--- src/rtl/uart_instruction_packer_if.sv ---
// Byte-in / word-out bus between the UART receiver, the instruction packer and the instruction FIFO.
// The master modport is the packer; the slave modport is the surrounding receiver/FIFO side.
interface uart_instruction_packer_if #(
    parameter int unsigned BYTES_PER_INST = 4
);
    localparam int unsigned WORD_W = 8 * BYTES_PER_INST;

    logic              rx_valid;
    logic [7:0]        rx_data;
    logic              fifo_full;
    logic              clr_overflow;
    logic              fifo_wr;
    logic [WORD_W-1:0] fifo_data;
    logic              busy;
    logic              overflow;
    logic              timeout_err;

    modport master (
        input  rx_valid,
        input  rx_data,
        input  fifo_full,
        input  clr_overflow,
        output fifo_wr,
        output fifo_data,
        output busy,
        output overflow,
        output timeout_err
    );

    modport slave (
        output rx_valid,
        output rx_data,
        output fifo_full,
        output clr_overflow,
        input  fifo_wr,
        input  fifo_data,
        input  busy,
        input  overflow,
        input  timeout_err
    );
endinterface

--- src/rtl/uart_instruction_packer.sv ---
// Packs UART bytes (MSB first) into instruction words and pushes them into the instruction FIFO,
// honouring fifo_full and dropping partial words after an inter-byte timeout.
module uart_instruction_packer #(
    parameter int unsigned BYTES_PER_INST = 4,
    parameter int unsigned TIMEOUT_CYCLES = 50000,
    parameter int unsigned TO_W           = 16
) (
    input  logic                     clk,
    input  logic                     reset,
    uart_instruction_packer_if.master bus
);
    localparam int unsigned WORD_W = 8 * BYTES_PER_INST;
    localparam int unsigned CNT_W  = $clog2(BYTES_PER_INST + 1);

    localparam logic [1:0] IDLE    = 2'd0;
    localparam logic [1:0] COLLECT = 2'd1;
    localparam logic [1:0] PUSH    = 2'd2;

    logic [1:0]        state_q,  state_nxt;
    logic [CNT_W-1:0]  count_q,  count_nxt;
    logic [TO_W-1:0]   to_cnt_q, to_cnt_nxt;
    logic [WORD_W-1:0] sr_q,     sr_nxt;
    logic [WORD_W-1:0] data_q,   data_nxt;
    logic              wr_q,     wr_nxt;
    logic              ovf_q,    ovf_nxt;
    logic              tmo_q,    tmo_nxt;
    logic              ovf_set;

    // State and datapath registers
    always_ff @(posedge clk or negedge reset) begin
        if (!reset) begin
            state_q  <= IDLE;
            count_q  <= '0;
            to_cnt_q <= '0;
            sr_q     <= '0;
            data_q   <= '0;
            wr_q     <= 1'b0;
            ovf_q    <= 1'b0;
            tmo_q    <= 1'b0;
        end else begin
            state_q  <= state_nxt;
            count_q  <= count_nxt;
            to_cnt_q <= to_cnt_nxt;
            sr_q     <= sr_nxt;
            data_q   <= data_nxt;
            wr_q     <= wr_nxt;
            ovf_q    <= ovf_nxt;
            tmo_q    <= tmo_nxt;
        end
    end

    // Next-state and next-output decode
    always_comb begin
        state_nxt  = state_q;
        count_nxt  = count_q;
        to_cnt_nxt = to_cnt_q;
        sr_nxt     = sr_q;
        data_nxt   = data_q;
        wr_nxt     = 1'b0;
        tmo_nxt    = 1'b0;
        ovf_set    = 1'b0;

        case (state_q)
            IDLE: begin
                if (bus.rx_valid) begin
                    sr_nxt     = WORD_W'(bus.rx_data);
                    count_nxt  = CNT_W'(1);
                    to_cnt_nxt = '0;
                    state_nxt  = COLLECT;
                end
            end

            COLLECT: begin
                // An arriving byte always beats an expiring timer
                if (bus.rx_valid) begin
                    sr_nxt     = {sr_q[WORD_W-9:0], bus.rx_data};
                    count_nxt  = count_q + CNT_W'(1);
                    to_cnt_nxt = '0;
                    if (count_q == CNT_W'(BYTES_PER_INST - 1)) begin
                        state_nxt = PUSH;
                    end
                end else if (to_cnt_q == TO_W'(TIMEOUT_CYCLES - 1)) begin
                    tmo_nxt    = 1'b1;
                    sr_nxt     = '0;
                    count_nxt  = '0;
                    to_cnt_nxt = '0;
                    state_nxt  = IDLE;
                end else begin
                    to_cnt_nxt = to_cnt_q + TO_W'(1);
                end
            end

            PUSH: begin
                if (!bus.fifo_full) begin
                    data_nxt   = sr_q;
                    wr_nxt     = 1'b1;
                    to_cnt_nxt = '0;
                    // A byte landing in the write cycle starts the next word
                    if (bus.rx_valid) begin
                        sr_nxt    = WORD_W'(bus.rx_data);
                        count_nxt = CNT_W'(1);
                        state_nxt = COLLECT;
                    end else begin
                        count_nxt = '0;
                        state_nxt = IDLE;
                    end
                end else if (bus.rx_valid) begin
                    ovf_set = 1'b1;
                end
            end

            default: begin
                state_nxt  = IDLE;
                count_nxt  = '0;
                to_cnt_nxt = '0;
            end
        endcase

        // Set has priority over clear
        if (ovf_set) begin
            ovf_nxt = 1'b1;
        end else if (bus.clr_overflow) begin
            ovf_nxt = 1'b0;
        end else begin
            ovf_nxt = ovf_q;
        end
    end

    assign bus.fifo_wr     = wr_q;
    assign bus.fifo_data   = data_q;
    assign bus.overflow    = ovf_q;
    assign bus.timeout_err = tmo_q;
    assign bus.busy        = (state_q != IDLE);

endmodule

--- src/flat_wrapper.sv ---
// flat-port wrapper written by rule: the top's interface ports become plain ports
module uart_instruction_packer_flat 
#(
    parameter int unsigned BYTES_PER_INST = 4,
    parameter int unsigned TIMEOUT_CYCLES = 50000,
    parameter int unsigned TO_W           = 16
)
  (clk, reset, bus_rx_valid, bus_rx_data, bus_fifo_full, bus_clr_overflow, bus_fifo_wr, bus_fifo_data, bus_busy, bus_overflow, bus_timeout_err);
  uart_instruction_packer_if #(.BYTES_PER_INST(BYTES_PER_INST)) bus_i ();
  input  logic clk;
  input  logic reset;
  input wire logic [$bits(bus_i.rx_valid)-1:0] bus_rx_valid;
  input wire logic [$bits(bus_i.rx_data)-1:0] bus_rx_data;
  input wire logic [$bits(bus_i.fifo_full)-1:0] bus_fifo_full;
  input wire logic [$bits(bus_i.clr_overflow)-1:0] bus_clr_overflow;
  output wire logic [$bits(bus_i.fifo_wr)-1:0] bus_fifo_wr;
  output wire logic [$bits(bus_i.fifo_data)-1:0] bus_fifo_data;
  output wire logic [$bits(bus_i.busy)-1:0] bus_busy;
  output wire logic [$bits(bus_i.overflow)-1:0] bus_overflow;
  output wire logic [$bits(bus_i.timeout_err)-1:0] bus_timeout_err;
  assign bus_i.rx_valid = bus_rx_valid;
  assign bus_i.rx_data = bus_rx_data;
  assign bus_i.fifo_full = bus_fifo_full;
  assign bus_i.clr_overflow = bus_clr_overflow;
  assign bus_fifo_wr = bus_i.fifo_wr;
  assign bus_fifo_data = bus_i.fifo_data;
  assign bus_busy = bus_i.busy;
  assign bus_overflow = bus_i.overflow;
  assign bus_timeout_err = bus_i.timeout_err;
  uart_instruction_packer #(.BYTES_PER_INST(BYTES_PER_INST), .TIMEOUT_CYCLES(TIMEOUT_CYCLES), .TO_W(TO_W)) u_core (.clk(clk), .reset(reset), .bus(bus_i));
endmodule
--- config.mk ---
export PLATFORM = sky130hd
export DESIGN_NAME = uart_instruction_packer_flat
export DESIGN_NICKNAME = d
export VERILOG_FILES = /design/src/rtl/uart_instruction_packer_if.sv /design/src/rtl/uart_instruction_packer.sv /design/src/flat_wrapper.sv
export SDC_FILE = /design/constraint.sdc
export NUM_CORES = 1
export LEC_CHECK = 0
export ABC_AREA = 0
export CAP_MARGIN = 20
export CORE_MARGIN = 1
export CORE_UTILIZATION = 55
export DETAILED_ROUTE_END_ITERATION = 7
export PLACE_DENSITY = 0.92
export SYNTH_ARGS = -nofsm -noshare
export SYNTH_HDL_FRONTEND = slang
export SYNTH_SLANG_ARGS = --single-unit
export TNS_END_PERCENT = 1
--- constraint.sdc ---
create_clock -name clk -period 2.1 [get_ports clk]
set_input_delay 0.21 -clock clk [delete_from_list [all_inputs] [get_ports clk]]
set_output_delay 0.21 -clock clk [all_outputs]
set_load 0.01 [all_outputs]
; Word-level counts from Yosys, hierarchy flattened
; Index checks and enable logic that the tools add are counted.
[totals]
input_bits = 13
register_bits = 88
output_inout_bits = 36
word_cells = 61
[op_classes]
n_addsub = 2
muxes = 33
eq_ne = 8
bitwise_logic = 1
reduce_logical = 9
[op_table]
columns = cell, count
row1 = two-way mux 32 bit, 4
row2 = one-hot mux 32 bit (3 select lines), 1
row3 = two-way mux 16 bit, 4
row4 = one-hot mux 16 bit (3 select lines), 1
row5 = adder 16 x 1 -> 16 bit (second input constant), 1
row6 = == test 16 bit (second input constant), 1
row7 = two-way mux 1 bit, 12
row8 = two-way mux 3 bit, 4
row9 = two-way mux 2 bit, 5
row10 = one-hot mux 3 bit (3 select lines), 1
row11 = inequality test 3 x 2 -> 1 bit (second input constant), 2
row12 = one-hot mux 2 bit (3 select lines), 1
row13 = AND reduction 3 bit, 2
row14 = inequality test 2 bit (second input constant), 2
row15 = AND reduction 2 bit, 2
row16 = AND reduction 4 bit, 1
row17 = nonzero test 2 bit, 2
row18 = adder 3 x 1 -> 3 bit (second input constant), 1
row19 = == test 3 x 2 -> 1 bit (second input constant), 1
row20 = nonzero test 3 bit, 1
row21 = == test 2 x 1 -> 1 bit (second input constant), 1
row22 = == test 2 bit (second input constant), 1
row23 = logical NOT 2 bit, 1
row24 = inverter 1 bit, 1

; Logic depth before layout (Yosys ltp)
; Gate-level depths: netlist (run 1).
[logic_depth]
depth_word = 4
mapped_depth = 6
depth_no_buf = 5

; Worst setup path before layout (run 1)
; OpenSTA, ideal clock, no wires.
[synth_path]
kind = register to register
startpoint = register u_core.to_cnt_q[0]
endpoint = register u_core.count_q[0]
n_path_buf = 0
arrival_time_ns = 1.636
setup_time_ns = 0.125
path_slack_ns = 0.339
required_ns = 1.975
path_stages_with_launch = 6
synth_period_minus_slack_ns = 1.761
cell_sequence = dfrtp_1 ha_1 and3_1 nand4_4 a21oi_2 mux2_2
[synth_between]
elab_chain_cells = 3
[synth_rtl]
columns = element, line
row1 = "start, declared", uart_instruction_packer.sv:21  ; logic [TO_W-1:0] to_cnt_q, to_cnt_nxt;
row2 = "start signal, assigned", uart_instruction_packer.sv:43  ; to_cnt_q <= to_cnt_nxt;
row3 = == test 16 bit, uart_instruction_packer.sv:82  ; end else if (to_cnt_q == TO_W'(TIMEOUT_CYCLES - 1)) begin
row4 = inequality test 3 x 2 -> 1 bit (no source line), -
row5 = AND reduction 3 bit (no source line), -
row6 = "end signal, assigned", uart_instruction_packer.sv:42  ; count_q <= count_nxt;
row7 = "end, declared", uart_instruction_packer.sv:20  ; logic [CNT_W-1:0] count_q, count_nxt;
; Every way passes these cells.
; A chain may end at the register's enable or synchronous reset.

; Worst setup path in the final report (run 1)
; Ends and elaborated chain as after synthesis.

==> results.py, run 1 <==
metrics = {
    "floorplanning": {
        "coreArea_um2": 6460,
        "die_w_um": 84.3,
        "start_util_pct": 57.7,
        "io_pins": 49,
        "dieArea_um2": 7110,
        "row_count": 29,
        "die_h_um": 84.3,
    },
    "yosys": {
        "ys_seq_area_share_pct": 59.1,
        "synth-edff-count": 0,
        "yosysUniqueCellTypes": 48,
        "synth_top_area_share_pct": 59.1,
        "synth_area_per_cell_um2": 13.3,
        "mappedNetlistArea_um2": 3730,
        "async_flop_share_pct": 100,
        "yosysWarningCount": 0,
        "yosys_register_bits": 88,
        "ys.flop_type": "dfrtp_1",
        "synth_area_leader_cell": "dfrtp_1",
        "synth_area_leaders": "dfrtp_1 59%, mux2_2 10%, a22o_1 7.8%",
        "syn-num-nets": 297,
        "synth_cells": 281,
    },
    "cts": {
        "cts-hold-fix-buffers": 1,
        "htreeDepth": 3,
        "cts_tree": "done",
        "insertion_delay_ps": 360,
        "clk_path_buf_depth": 2,
        "post_cts_buffers": 0,
        "path_clk_slew_ps": 90,
        "cts.sinks": 88,
        "cts_resized": 0,
        "cts_buffers": 9,
        "cts_root_buf": "clkbuf_8",
    },
    "placement": {
        "io_buffers": 48,
        "gp_congestion": 0.870,
        "dp_hpwl_mm": 4.92,
        "place_ws_ps": 83.1,
    },
    "global_routing": {
        "antenna_found_initial": 0,
        "track_usage_pct": 24.8,
        "grt_pass1_wl_mm": 13.5,
        "grt_pass1_vias": 2669,
        "grt_max_degree": 52,
        "grt_overflow": 0,
    },
    "routing": {
        "ant_nets": 0,
        "via_per_inst": 6.41,
        "firstDrtPassIters": 6,
        "finalWirelength_mm": 7.95,
        "first_iter_violations": 348,
        "wl_per_cell_um": 19.1,
        "route.vias.total": 2675,
        "drc": 4,
    },
    "worst_setup_path": {
        "crit_path_end_kind": "flip-flop",
        "critPathLaunchType": "flip-flop",
        "cp.required_ps": 2340,
        "arrival_ps": 2280,
        "worstSetupPathType": "reg -> reg",
        "cp_max_fo": 9,
    },
    "timing": {
        "min_period_over_period_pct": 97.3,
        "setup_viol": 0,
        "slew_violations": 0,
        "fin_crit_ps": 2040,
        "slew_headroom_pct": 64.9,
        "fin_tns_setup_ps": 0,
        "hold_viol": 0,
        "whs_ps": 278,
        "tightest_slew_ps": 524,
        "rsz0062_at_grt": "no",
        "setup_ws_ps": 56.1,
        "fmax_mhz": 489,
        "skew_ps": 13.3,
    },
    "pwr": {
        "clkPwrFrac_pct": 25.5,
        "p_leak_nw": 2.04,
        "internal_power_mw": 3.51,
        "pwr-share-seq_pct": 47.8,
        "netSwitchingPower_mw": 1.50,
        "vdd_ir_drop_max_v": 0.000912,
        "p_sw_share_pct": 29.9,
        "power_frac_comb_pct": 26.6,
        "p_per_area_nw_per_um2": 1100,
    },
    "layout": {
        "final_nets": 352,
        "antenna_cells": 0,
        "area_growth_pct": 22.3,
        "final_util_pct": 70.6,
        "drive_gt1_share_pct": 21.8,
    },
    "hold_path": {
        "min_path_type": "in -> async",
    },
    "job": {
        "cap_violations": 0,
    },
    "run_status": {
        "status": "complete, but fails checks",
        "failed_checks": "design-rule violations",
    },
}
-- cell usage in the layout, fill, tap and decap left out, drive strengths merged, types with 5 or more instances in the layout --
master / n
dfrtp: 88
clkdlybuf4s50: 47
mux2: 33
a22o: 33
o21ai: 12
nand2: 11
buf: 10
clkbuf: 9
inv: 9
a21oi: 9
nor2: 7
and3: 5
nand4: 5
-- per-layer routing --
metal / GRT usage, % / wire [µm] / up-vias
li1: - / - / 1179
met1: 33.9 / 3360 / 1349
met2: 38.2 / 3860 / 116
met3: 5.60 / 466 / 31
met4: 11.6 / 272 / 0
met5: 0 / 0 / -
-- critical path: stages, from the launching register on --
cell     delay (ps)
dfrtp_1         420
ha_1            290
and3_1          300
nand4_4         220
a21oi_2         320
mux2_2          370
-- cell usage after synthesis (all sizes together), types with 2 or more instances --
cell and instances:
o211ai 4, a22o 33, nor4b 2, nand4 5
and3 5, inv 8, o22ai 3, a21oi 9
and4bb 2, o21ai 12, a21o 2, or3 4
nor2 7, o31ai 4, and2b 2, nor3b 2
nand3 4, mux2 33, or4 4, dfrtp 88
ha 3, clkbuf 2, buf 12, o311ai 2
a31oi 2, nand2 11, and4 2
-- registers in the layout, summed over array words and instances, names as in the netlist --
name                    flops
u_core.bus.overflow         1
u_core.sr_q                32
u_core.bus.fifo_data       32
u_core.state_q              2
u_core.count_q              3
u_core.bus.fifo_wr          1
u_core.to_cnt_q            16
u_core.bus.timeout_err      1
-- kinds of logic (layout without fill, tap and decap cells) --
logic type | count (synthesis) | count (layout) | synth area share (%)
adders and majority gates | 3 | 3 | 1.01
DFF | 88 | 88 | 59.1
and+or+nand+nor | 58 | 58 | 10.6
xor gates and xnor gates | 1 | 1 | 0.235
buffers and inverters | 22 | 81 | 2.95
AOI/OAI and AO/OA | 75 | 75 | 15.9
muxes | 34 | 34 | 10.2
-- final timing paths --
| check | cells after the start | startpoint | end | slack, ps |
|---|---|---|---|---|
| min reg2reg | 1 | u_core.sr_q[25] | u_core.sr_q[25] | 510 |
| max reg2reg | 5 | u_core.to_cnt_q[0] | u_core.count_q[0] | 60 |
| min | 2 | reset | u_core.count_q[1] | 280 |
| max in group asynchronous | 3 | reset | u_core.bus.fifo_data[23] | 1280 |
| max | 5 | u_core.to_cnt_q[0] | u_core.count_q[0] | 60 |
| min in group clk | 2 | bus_rx_data[4] | u_core.sr_q[4] | 440 |
-- final cells by class --
class                           instances  area [µm²]
Clock inverter                          6        92.6
Sequential cell                        88        2200
Multi-Input combinational cell        171        1420
Fill cell                             412        1900
Inverter                                8        30.0
Clock buffer                            9         124
Timing Repair Buffer                   58         593
Tap cell                               77        96.3
-- power by group through the flow --
stage | clock, mW | combinational (mW) | sequential (mW)
floorplan | 0 | 0.640 | 2.41
global placement | 0 | 1.27 | 2.38
detailed placement | 0 | 1.32 | 2.41
CTS | 1.29 | 1.34 | 2.39
global route | 1.37 | 1.43 | 2.44
finish | 1.28 | 1.33 | 2.40
-- per-stage QoR --
stage | std cells | power, mW | instance area [µm²]
floorplan | 281 | 3.05 | 3730
global placement | 401 | 3.65 | 4340
detailed placement | 401 | 3.73 | 4340
CTS | 417 | 5.02 | 4560
global route | 417 | 5.25 | 4560
finish | 417 | 5.01 | 4560
Power figures use the tool's default switching activity.
==> run 2, diff against run 1 <==
--- a/config.mk
+++ b/config.mk
@@ -5,13 +5,13 @@
 export SDC_FILE = /design/constraint.sdc
 export NUM_CORES = 1
 export LEC_CHECK = 0
-export ABC_AREA = 0
+export ABC_AREA = 1
 export CAP_MARGIN = 20
 export CORE_MARGIN = 1
 export CORE_UTILIZATION = 55
 export DETAILED_ROUTE_END_ITERATION = 7
-export PLACE_DENSITY = 0.92
+export PLACE_DENSITY = 0.91
 export SYNTH_ARGS = -nofsm -noshare
 export SYNTH_HDL_FRONTEND = slang
 export SYNTH_SLANG_ARGS = --single-unit
-export TNS_END_PERCENT = 1
+export TNS_END_PERCENT = 30
==> results.py, run 2 <==
metrics = {
    "run_status": {
        "status": "completed",
    },
    "routing": {
        "via_per_inst": 5.13,
        "route.vias.total": 3178,
        "finalWirelength_mm": 7.89,
        "firstDrtPassIters": 4,
        "wl_per_cell_um": 12.7,
        "ant_nets": 0,
        "first_iter_violations": 215,
        "drc": 0,
    },
    "yosys": {
        "synth_cells": 469,
        "syn-num-nets": 485,
        "yosysWarningCount": 0,
        "yosys_register_bits": 88,
        "synth_top_area_share_pct": 57.0,
        "synth_area_leaders": "dfrtp_1 57%, nand2_1 23%, nor2_1 4.4%",
        "yosysUniqueCellTypes": 30,
        "synth-edff-count": 0,
        "synth_area_per_cell_um2": 8.24,
        "ys_seq_area_share_pct": 57.0,
        "synth.most_common_cell": "nand2_1",
        "synth_top_cells_by_count": "234 x nand2_1, 88 x dfrtp_1, 45 x nor2_1",
        "mappedNetlistArea_um2": 3860,
        "ys.flop_type": "dfrtp_1",
        "async_flop_share_pct": 100,
        "synth_area_leader_cell": "dfrtp_1",
    },
    "pwr": {
        "total_power_mw": 5.37,
        "p_leak_nw": 2.43,
        "vdd_ir_drop_max_v": 0.000834,
        "p_per_area_nw_per_um2": 1160,
    },
    "layout": {
        "drive_gt1_share_pct": 7.44,
        "layout_common_cells": "234 x nand2_1, 88 x dfrtp_1, 47 x clkdlybuf4s50_1",
        "num-fill-cells": 537,
        "antenna_cells": 0,
        "final_common_cell": "nand2_1",
        "final-seq-area_um2": 2200,
        "final_nets": 535,
        "area_growth_pct": 19.9,
        "multi_input_area_um2": 1450,
    },
    "timing": {
        "min_period_over_period_pct": 92.0,
        "fin_tns_setup_ps": 0,
        "skew_ps": 7.46,
        "hold_viol": 0,
        "slew_headroom_pct": 38.3,
        "fin_crit_ps": 1930,
        "rsz0062_at_grt": "no",
        "setup_viol": 0,
        "tightest_slew_ps": 924,
        "fmax_mhz": 517,
        "slew_violations": 0,
    },
    "floorplanning": {
        "row_count": 30,
        "coreArea_um2": 6790,
        "start_util_pct": 56.9,
        "dieArea_um2": 7360,
        "die_w_um": 85.8,
        "io_pins": 49,
        "die_h_um": 85.8,
    },
    "placement": {
        "gp_congestion": 0.886,
        "dp_hpwl_mm": 5.38,
        "io_buffers": 48,
    },
    "cts": {
        "clk_path_buf_depth": 2,
        "path_clk_slew_ps": 100,
        "htreeDepth": 3,
        "cts_root_buf": "clkbuf_8",
        "post_cts_buffers": 0,
        "cts_tree": "done",
        "cts_resized": 0,
        "cts-hold-fix-buffers": 1,
        "cts_buffers": 9,
        "insertion_delay_ps": 360,
        "cts.sinks": 88,
    },
    "global_routing": {
        "track_usage_pct": 23.8,
        "grt_overflow": 0,
        "grt_max_degree": 45,
        "grt_pass1_vias": 3048,
        "antenna_found_initial": 0,
        "grt_pass1_wl_mm": 13.6,
    },
    "worst_setup_path": {
        "arrival_ps": 2180,
        "critPathLaunchType": "flip-flop",
        "worstSetupPathType": "reg -> reg",
        "crit_path_end_kind": "flip-flop",
        "cp_max_fo": 32,
        "cp.required_ps": 2340,
    },
    "hold_path": {
        "min_path_type": "in -> async",
    },
    "job": {
        "cap_violations": 0,
    },
}
[run 2: changes by cell type in the layout (fill, tap and decap cells not counted), moves of 5 or more]
cell and change:
mux2_2 -33, nand2_1 +223, a22o_1 -33, nor2_1 +38, o21ai_0 -9, inv_2 +5, inv_1 +19, nand3_1 +15
and3_1 -5
[run 2: worst max-delay path, stage by stage, from the launching register on]
cell and delay [ps]:
dfrtp_1 400, ha_1 190, nand2_1 100, inv_1 80
nand2_1 50, nor2_1 80, nand2_1 120, nand2_2 250
nand2_4 260, nand2_1 190, nand2_1 80
[run 2: kinds of logic (layout without fill, tap and decap cells)]
logic type	Yosys count	count (layout)	synth area share, %
simple gates	316	316	33.7
flops	88	88	57.0
fa+ha+maj	3	3	0.972
buf+inv	46	101	5.60
xor+xnor	3	3	0.680
compound gates	13	13	2.04
[run 2: per-layer routing]
metal  track usage, %  vias up  share of wire (%)
met5                0        -                  0
met2             39.3      120                 49
li1                 -     1538                  -
met1             31.1     1503                 43
met4             11.2        0                2.5
met3             3.56       17                5.5
[run 2: final cells by class]
type | instances | share of cell area, %
Timing Repair Buffer | 53 | 11.5
Inverter | 32 | 2.59
Multi-Input combinational cell | 335 | 31.2
Sequential cell | 88 | 47.6
Clock buffer | 9 | 2.68
Clock inverter | 7 | 1.86
Tap cell | 96 | 2.59
[run 2: worst paths after layout]
| path | slack [ps] | startpoint | cells past startpoint | to |
|---|---|---|---|---|
| worst max-delay path | 170 | u_core.to_cnt_q[0] | 10 | u_core.sr_q[9] |
| max in group asynchronous | 1250 | reset | 3 | u_core.bus.fifo_data[9] |
| min in group clk | 430 | bus_clr_overflow | 2 | u_core.bus.overflow |
| worst min-delay path | 300 | reset | 2 | u_core.bus.fifo_data[16] |
| worst min register to register | 480 | u_core.bus.fifo_data[11] | 2 | u_core.bus.fifo_data[11] |
| worst max register to register | 170 | u_core.to_cnt_q[0] | 10 | u_core.sr_q[9] |
[run 2: report_power, final]
group | switching (mW) | internal [mW] | leakage (nW)
Sequential | 0.364 | 2.20 | 1.19
Clock | 0.651 | 0.577 | 0.104
Combinational | 0.906 | 0.670 | 1.13
Total | 1.92 | 3.45 | 2.43
[run 2: stage by stage]
step	utilization (%)	hold slack (ps)	setup WS [ps]	area (µm²)	std cells
5_1_grt	68.1	340	37.7	4630	620
4_1_cts	68.1	306	223	4630	620
2_1_floorplan	-	-85.6	701	3860	469
6_report	68.1	301	167	4630	620
3_5_place_dp	64.9	144	214	4410	603
3_3_place_gp	64.9	146	289	4410	603
==> run 3, diff against run 2 <==
--- a/config.mk
+++ b/config.mk
@@ -10,6 +10,7 @@
 export CORE_MARGIN = 1
 export CORE_UTILIZATION = 55
 export DETAILED_ROUTE_END_ITERATION = 7
+export HOLD_SLACK_MARGIN = 0.05
 export PLACE_DENSITY = 0.91
 export SYNTH_ARGS = -nofsm -noshare
 export SYNTH_HDL_FRONTEND = slang
==> results of run 3 <==
The final DEF is identical to that of run 2; final timing and power are the same.
